## src/rtl/tstate_sequencer.sv

```systemverilog
`default_nettype none
// ============================================================================
// Module      : tstate_sequencer
// Description : T-state ring for the SAP-1 control unit. Produces a one-hot
//               six-bit timing vector (T0..T5), supports free-run and
//               single-instruction step modes, can end no-operation opcodes
//               after T3, parks in HALTED on HLT or on an external halt,
//               and reports instruction boundaries and a busy-cycle count.
//
// Ports
//   clk          in   1      system clock, rising edge
//   rst          in   1      synchronous reset, active-high, highest priority
//   run_mode     in   1      1 = free-run, 0 = step mode
//   step_req     in   1      one-instruction request, only looked at in IDLE
//   opcode       in   4      IR opcode, valid from T3 onward
//   halt         in   1      external halt request
//   t_states     out  6      registered one-hot T-state, zero in IDLE/HALTED
//   instr_done   out  1      final T-state of the current instruction
//   busy         out  1      a T-state is active
//   halted       out  1      sequencer is parked in HALTED
//   cycle_count  out  CNT_W  number of busy cycles, saturating
//
// Revision    : 1.0  initial release
// ============================================================================
module tstate_sequencer #(
    parameter logic       EARLY_END = 1'b1,
    parameter logic [3:0] HLT_OP    = 4'b1111,
    parameter int         CNT_W     = 16
) (
    input  logic             clk,
    input  logic             rst,
    input  logic             run_mode,
    input  logic             step_req,
    input  logic [3:0]       opcode,
    input  logic             halt,
    output logic [5:0]       t_states,
    output logic             instr_done,
    output logic             busy,
    output logic             halted,
    output logic [CNT_W-1:0] cycle_count
);

    // ------------------------------------------------------------------------
    // State encoding
    // ------------------------------------------------------------------------
    localparam logic [2:0] S_IDLE   = 3'd0;
    localparam logic [2:0] S_T0     = 3'd1;
    localparam logic [2:0] S_T1     = 3'd2;
    localparam logic [2:0] S_T2     = 3'd3;
    localparam logic [2:0] S_T3     = 3'd4;
    localparam logic [2:0] S_T4     = 3'd5;
    localparam logic [2:0] S_T5     = 3'd6;
    localparam logic [2:0] S_HALTED = 3'd7;

    // One-hot T-state patterns
    localparam logic [5:0] c_T0   = 6'b000001;
    localparam logic [5:0] c_T1   = 6'b000010;
    localparam logic [5:0] c_T2   = 6'b000100;
    localparam logic [5:0] c_T3   = 6'b001000;
    localparam logic [5:0] c_T4   = 6'b010000;
    localparam logic [5:0] c_T5   = 6'b100000;
    localparam logic [5:0] c_NONE = 6'b000000;

    localparam logic [CNT_W-1:0] c_CNT_ONE = {{(CNT_W-1){1'b0}}, 1'b1};

    logic [2:0]       r_state;
    logic [2:0]       w_next_state;
    logic [5:0]       r_t_states;
    logic [5:0]       w_next_t_states;
    logic [CNT_W-1:0] r_cycle_count;

    logic             w_op_used;
    logic             w_early_end;
    logic             w_busy;
    logic             w_halted;
    logic             w_instr_done;
    logic             w_cnt_max;

    // ------------------------------------------------------------------------
    // Opcode classification. Only LDA/ADD/SUB/OUT-style opcodes and the two
    // top opcodes need T4/T5; everything else does nothing after fetch and
    // may end once T3 has been reached.
    // ------------------------------------------------------------------------
    always_comb begin
        w_op_used = 1'b0;
        case (opcode)
            4'b0000, 4'b0001, 4'b0010, 4'b0011,
            4'b1110, 4'b1111: w_op_used = 1'b1;
            default:          w_op_used = 1'b0;
        endcase
    end

    assign w_early_end = EARLY_END && !w_op_used;

    // ------------------------------------------------------------------------
    // Process 1: state register. The T-state vector is registered from the
    // next-state decode so the control unit sees a glitch-free one-hot bus
    // that changes only on the clock edge.
    // ------------------------------------------------------------------------
    always_ff @(posedge clk) begin
        if (rst) begin
            r_state    <= S_IDLE;
            r_t_states <= c_NONE;
        end else begin
            r_state    <= w_next_state;
            r_t_states <= w_next_t_states;
        end
    end

    // ------------------------------------------------------------------------
    // Process 2: next-state logic
    // ------------------------------------------------------------------------
    always_comb begin
        w_next_state = r_state;
        if (halt && (r_state != S_HALTED)) begin
            // External halt wins over every other transition, including a
            // launch from IDLE requested in the same cycle.
            w_next_state = S_HALTED;
        end else begin
            case (r_state)
                S_IDLE: begin
                    if (run_mode || step_req) begin
                        w_next_state = S_T0;
                    end
                end
                S_T0: w_next_state = S_T1;
                S_T1: w_next_state = S_T2;
                S_T2: w_next_state = S_T3;
                S_T3: begin
                    if (w_early_end) begin
                        w_next_state = run_mode ? S_T0 : S_IDLE;
                    end else begin
                        w_next_state = S_T4;
                    end
                end
                S_T4: w_next_state = S_T5;
                S_T5: begin
                    if (opcode == HLT_OP) begin
                        w_next_state = S_HALTED;
                    end else begin
                        // run_mode is only consulted at the instruction
                        // boundary, so dropping it mid-instruction lets the
                        // current instruction finish before going IDLE.
                        w_next_state = run_mode ? S_T0 : S_IDLE;
                    end
                end
                S_HALTED: w_next_state = S_HALTED;
                default:  w_next_state = S_IDLE;
            endcase
        end
    end

    // Decode of the state about to be entered, feeding the t_states register
    always_comb begin
        w_next_t_states = c_NONE;
        case (w_next_state)
            S_T0:    w_next_t_states = c_T0;
            S_T1:    w_next_t_states = c_T1;
            S_T2:    w_next_t_states = c_T2;
            S_T3:    w_next_t_states = c_T3;
            S_T4:    w_next_t_states = c_T4;
            S_T5:    w_next_t_states = c_T5;
            default: w_next_t_states = c_NONE;
        endcase
    end

    // ------------------------------------------------------------------------
    // Process 3: output decode from the current state
    // ------------------------------------------------------------------------
    always_comb begin
        w_busy       = 1'b0;
        w_halted     = 1'b0;
        w_instr_done = 1'b0;
        case (r_state)
            S_T0, S_T1, S_T2, S_T4: begin
                w_busy = 1'b1;
            end
            S_T3: begin
                w_busy       = 1'b1;
                w_instr_done = w_early_end;
            end
            S_T5: begin
                w_busy       = 1'b1;
                w_instr_done = 1'b1;
            end
            S_HALTED: begin
                w_halted = 1'b1;
            end
            default: begin
                w_busy       = 1'b0;
                w_halted     = 1'b0;
                w_instr_done = 1'b0;
            end
        endcase
    end

    // ------------------------------------------------------------------------
    // Busy-cycle counter. Counts every edge taken while a T-state is active
    // and sticks at all-ones rather than wrapping, so a long run never looks
    // like a short one.
    // ------------------------------------------------------------------------
    assign w_cnt_max = &r_cycle_count;

    always_ff @(posedge clk) begin
        if (rst) begin
            r_cycle_count <= '0;
        end else if (w_busy && !w_cnt_max) begin
            r_cycle_count <= r_cycle_count + c_CNT_ONE;
        end
    end

    // ------------------------------------------------------------------------
    // Output assignments
    // ------------------------------------------------------------------------
    assign t_states    = r_t_states;
    assign instr_done  = w_instr_done;
    assign busy        = w_busy;
    assign halted      = w_halted;
    assign cycle_count = r_cycle_count;

endmodule
`default_nettype wire

```

## config.mk

```make
export PLATFORM = sky130hd
export DESIGN_NAME = tstate_sequencer
export DESIGN_NICKNAME = d
export VERILOG_FILES = /design/src/rtl/tstate_sequencer.sv
export SDC_FILE = /design/constraint.sdc
export NUM_CORES = 1
export LEC_CHECK = 0
export BUFFER_PORTS_ARGS = -buffer_cell sky130_fd_sc_hd__buf_2
export CORE_MARGIN = 4
export CORE_UTILIZATION = 45
export CTS_CLUSTER_SIZE = 40
export DETAILED_ROUTE_END_ITERATION = 10
export PLACE_DENSITY_LB_ADDON = 0.25
export SYNTH_ARGS = -nofsm -noshare
export SYNTH_HDL_FRONTEND = slang
export SYNTH_SLANG_ARGS = --single-unit
```

## constraint.sdc

```tcl
create_clock -name clk -period 3.75 [get_ports clk]
set_input_delay 0.75 -clock clk [delete_from_list [all_inputs] [get_ports clk]]
set_output_delay 0.75 -clock clk [all_outputs]
set_load 0.02 [all_outputs]
```

**Yosys cells after proc, flatten, opt, wreduce, memory -nomap -nowiden**

Cells that the tools add are included.

- Register bits after elaboration: 25
- Input port bits: 9
- Logic and storage cells: 44

- $add $sub $neg: 1
- Equality and inequality tests: 19
- Multiplexer cells: 11
- Reduce and logical (&&, ||, !) cells: 10

Operators with widths:

| cell | count |
|---|---|
| case mux 6 bit (6 select lines) | 1 |
| case mux 3 bit (8 select lines) | 1 |
| equality test 3 bit, second input constant | 7 |
| adder 16 x 1 -> 16 bit, second input constant | 1 |
| AND reduction 16 bit | 1 |
| equality test 3 x 2 -> 1 bit, second input constant | 4 |
| two-way mux 3 bit | 4 |
| OR reduction 6 bit | 2 |
| equality test 4 x 2 -> 1 bit, second input constant | 2 |
| equality test 4 bit, second input constant | 2 |
| equality test 3 x 1 -> 1 bit, second input constant | 2 |
| equality test 4 x 1 -> 1 bit, second input constant | 1 |
| logical NOT 4 bit | 1 |
| two-way mux 1 bit | 4 |
| logical NOT 3 bit | 1 |
| != test 3 bit, second input constant | 1 |
| logical AND 1 bit | 2 |
| logical NOT 1 bit | 2 |
| case mux 1 bit (2 select lines) | 1 |
| logical OR 1 bit | 1 |

**Depth between registers and ports, before layout**

- Depth after elaboration: 8
- Gate-level depth with buffers: 7
- Mapped depth without buffers: 6

**Least setup slack after synthesis**

No wires, ideal clock.

- Kind: input -> output
- From: input port opcode[3]
- To: output port instr_done
- Data arrival time: 1217 ps
- Slack: 1783 ps
- Stages on the path: 3
- Buffers on the path: 0
- Cells stage by stage: or2_0 a21oi_1 nor2_1

- Word-level cells in the longest chain between the ends: 5

Ends and longest elaborated chain:

| item | line | RTL |
|---|---|---|
| start: declaration | 34 | `input logic [3:0] opcode,` |
| equality test 4 bit, or another cell as far along | 86 | `case (opcode)` |
| OR reduction 6 bit (*) | 86 |  |
| two-way mux 1 bit (*) | 86 |  |
| logical NOT 1 bit (*) | 93 | `assign w_early_end = EARLY_END && !w_op_used;` |
| case mux 1 bit (2 select lines) (*) | 174 | `case (r_state)` |
| end: declaration | 37 | `output logic instr_done,` |

Every way passes the cells marked *; elsewhere a longest branch is shown, timed or not.

**Worst setup path after layout**

- From: register r_state[0]
- To: output port busy

- Word-level cells in the longest chain between the ends: 3

Ends and longest elaborated chain:

| item | line | RTL |
|---|---|---|
| start: declaration | 66 | `logic [2:0] r_state;` |
| start signal: assignment | 105 | `r_state <= w_next_state;` |
| equality test 3 bit, or another cell as far along | 174 |  |
| OR reduction 6 bit (no source line) (*) | - |  |
| two-way mux 1 bit (*) | 174 |  |
| end: declaration | 38 | `output logic busy,` |

Marked as above.

==> results.cfg <==
[timing]
finalSetupViolCount = 0
maxSlewViolCount = 0
grt_setup_unrepaired = no
tightest_slew_ns = 0.6661
hold_violations = 0
skew_ns = 0.003732
slew-limit-headroom_pct = 55.19
finalCriticalPeriod_ns = 2.222
timing.fmax_mhz = 450.1
finalSetupTns_ns = 0
post-route-period-util_pct = 59.25

[critical_path]
reg2reg_from = cycle_count[6]$_SDFFE_PP0P_
critPathArrivalTime_ns = 1.47
crit_path_start_kind = register
crit_path_end = busy
crit_path_start = r_state[0]$_SDFF_PP0_
critPathKind = reg2out
ff2ff_path_depth = 5
reg2reg_slack_ns = 1.96
crit_required_ns = 3.00
r2r-end = cycle_count[4]$_SDFFE_PP0P_
cp-end-kind = output pin
worstPathMaxFanout = 9

[synth]
seq_area_frac_synth_pct = 40.40
muxShareOfSynthArea_pct = 0.8081
synth_compound_area_share_pct = 8.182
yosys_register_bits = 25
synth_xor_area_share_pct = 9.192
syn-num-nets = 147
synth_edf_count = 0
synth_cell_types = 44
yosys_warnings = 0
netlist_instances = 137
synth_top_family_by_area = simple AND/OR/NAND/NOR gates
synthAdderAreaFrac_pct = 1.010
synth-simple-area-share_pct = 37.07
avgSynthCellArea_sq_um = 9.042
synth_ff_type = dfxtp_1
async_reset_ff_share_pct = 0
synthesis.area_sq_um = 1239

[detailed_routing]
drc_errors = 0
viasPerCell = 5.560
drtIter0Drc = 33
drt_wl_total_um = 2475
wl_met2_um = 1162
firstDrtPassIters = 4
drt-met1-wl_um = 1136
wire_per_inst_um = 12.38
ant_nets = 0
dr_total_vias = 1112
top_layer = met4
wl_met3_um = 159

[global_route]
grt-ovfl-total = 0
grt_max_degree = 22
gr-usage-all-layers_pct = 15.75
grt_pass1_wl_um = 4464
grt_antenna_before_repair = 0
grt_pass1_vias = 1072

[clock_tree]
cts-hold-fix-buffers = 0
cts_sinks = 25
cts_setup_buffers = 0
cts-resized-gates = 0
clkLatencyLatePin_ns = 0.31
htree_levels = 1
clockRootBuffer = clkbuf_4
path_clk_slew_ns = 0.13
cts_tree = yes
cts_made_buffers = 3
clock_path_buffers = 2

[power_and_ir_drop]
finalPower_w = 0.0004806
p_leak_nw = 0.5798
p_per_area_nw_per_um2 = 333.5
irDropWorstVdd_uv = 216.3

[final_layout]
fin_nets = 181
layout-drive-gt1-share_pct = 28.24
layout_common_cells = 33 x buf_2, 25 x dfxtp_1, 19 x nor2_1
final_common_cell = buf_2
fill_cells = 244
syn2layout_area_growth_pct = 16.36
diodes = 0

[die]
io_pins = 34
die_y_um = 60.47
fp.dieW_um = 60.47
core_sq_um = 2545
start_util_pct = 48.67
placementRows = 18
dieArea_sq_um = 3656

[placed_design]
gp_congestion = 0.7925
dp_hpwl_um = 1988
io_buffers = 33

[min_path]
hold_path_class = reg2reg

[run]
cap_viol_max_count = 0

[outcome]
status = complete, no violations
stage by stage:
step                util (%)  hold slack, ns  area [sq um]  instances  worst slack [ns]
floorplan                  -          0.6095          1239        137             1.783
global placement       55.60          0.5219          1415        196             1.582
detailed placement     55.60          0.5292          1415        196             1.538
CTS                    56.64          0.5641          1441        200             1.513
global route           56.64          0.6152          1441        200             1.420
finish                 56.64          0.5579          1441        200             1.528
critical path, cell delays in order (launching register included):
cell and delay [ns]:
dfxtp_1 0.41, or3_1 0.45, nand2_1 0.11, inv_1 0.04, buf_2 0.15
area by class of cell:
class	count	area, sq um	share of cell area, %
multi-input cells	104	696.9	48.35
flip-flops and latches	25	500.5	34.72
repair buffers	33	165.2	11.46
well taps	30	37.54	2.604
clock buffers	4	26.28	1.823
inverters	4	15.01	1.042
cell usage after synthesis, drive strengths merged (2+ instances only):
cell type	count	area (sq um)
a211oi	2	15.01
and3	2	12.51
xor2	2	17.52
nor4b	3	38.79
nor4	4	37.53
o21ai	2	10.00
buf	2	18.77
nand2	6	22.52
dfxtp	25	500.5
nand2b	3	18.77
nor3	13	81.33
nor2b	3	18.77
clkbuf	2	7.510
or2	3	18.78
nand3	8	45.04
inv	4	15.01
or3	3	28.78
nor2	19	71.32
xnor2	11	96.34
nand4b	4	35.03
a21oi	4	20.02
power breakdown:
group / internal (W) / switching, W / leakage (nW)
Clock: 0.0000415 / 0.0000754 / 0.0150
Combinational: 0.0000307 / 0.0000441 / 0.362
Sequential: 0.000276 / 0.0000128 / 0.203
layer usage:
layer  global-route usage (%)  vias up
met4                    6.192        0
met1                    19.92      519
met2                    26.70       28
met3                    2.766        2
li1                         -      563
met5                        0        -
state kept, by name (all words and copies together) (netlist names):
name	cells
t_states	6
cycle_count	16
r_state	3
worst min path at each step:
| stage | cells past startpoint | end | startpoint | slack, ns |
|---|---|---|---|---|
| 2_1_floorplan | 2 | cycle_count[1]$_SDFFE_PP0P_ | cycle_count[1]$_SDFFE_PP0P_ | 0.61 |
| 3_3_place_gp | 2 | cycle_count[11]$_SDFFE_PP0P_ | cycle_count[11]$_SDFFE_PP0P_ | 0.52 |
| 3_5_place_dp | 2 | cycle_count[11]$_SDFFE_PP0P_ | cycle_count[11]$_SDFFE_PP0P_ | 0.53 |
| 4_1_cts | 2 | cycle_count[11]$_SDFFE_PP0P_ | cycle_count[11]$_SDFFE_PP0P_ | 0.56 |
| 5_1_grt | 2 | cycle_count[7]$_SDFFE_PP0P_ | cycle_count[7]$_SDFFE_PP0P_ | 0.62 |
| 6_report | 2 | cycle_count[11]$_SDFFE_PP0P_ | cycle_count[11]$_SDFFE_PP0P_ | 0.56 |
cells by family (layout without fill, tap and decap cells):
logic type      count (synthesis)  after routing
compound gates                 14             14
xor+xnor                       13             13
fa+ha+maj                       1              1
buf+inv                         8             41
flops                          25             25
mux                             1              1
simple gates                   75             75
No activity file was read; power rests on OpenSTA's default activity.
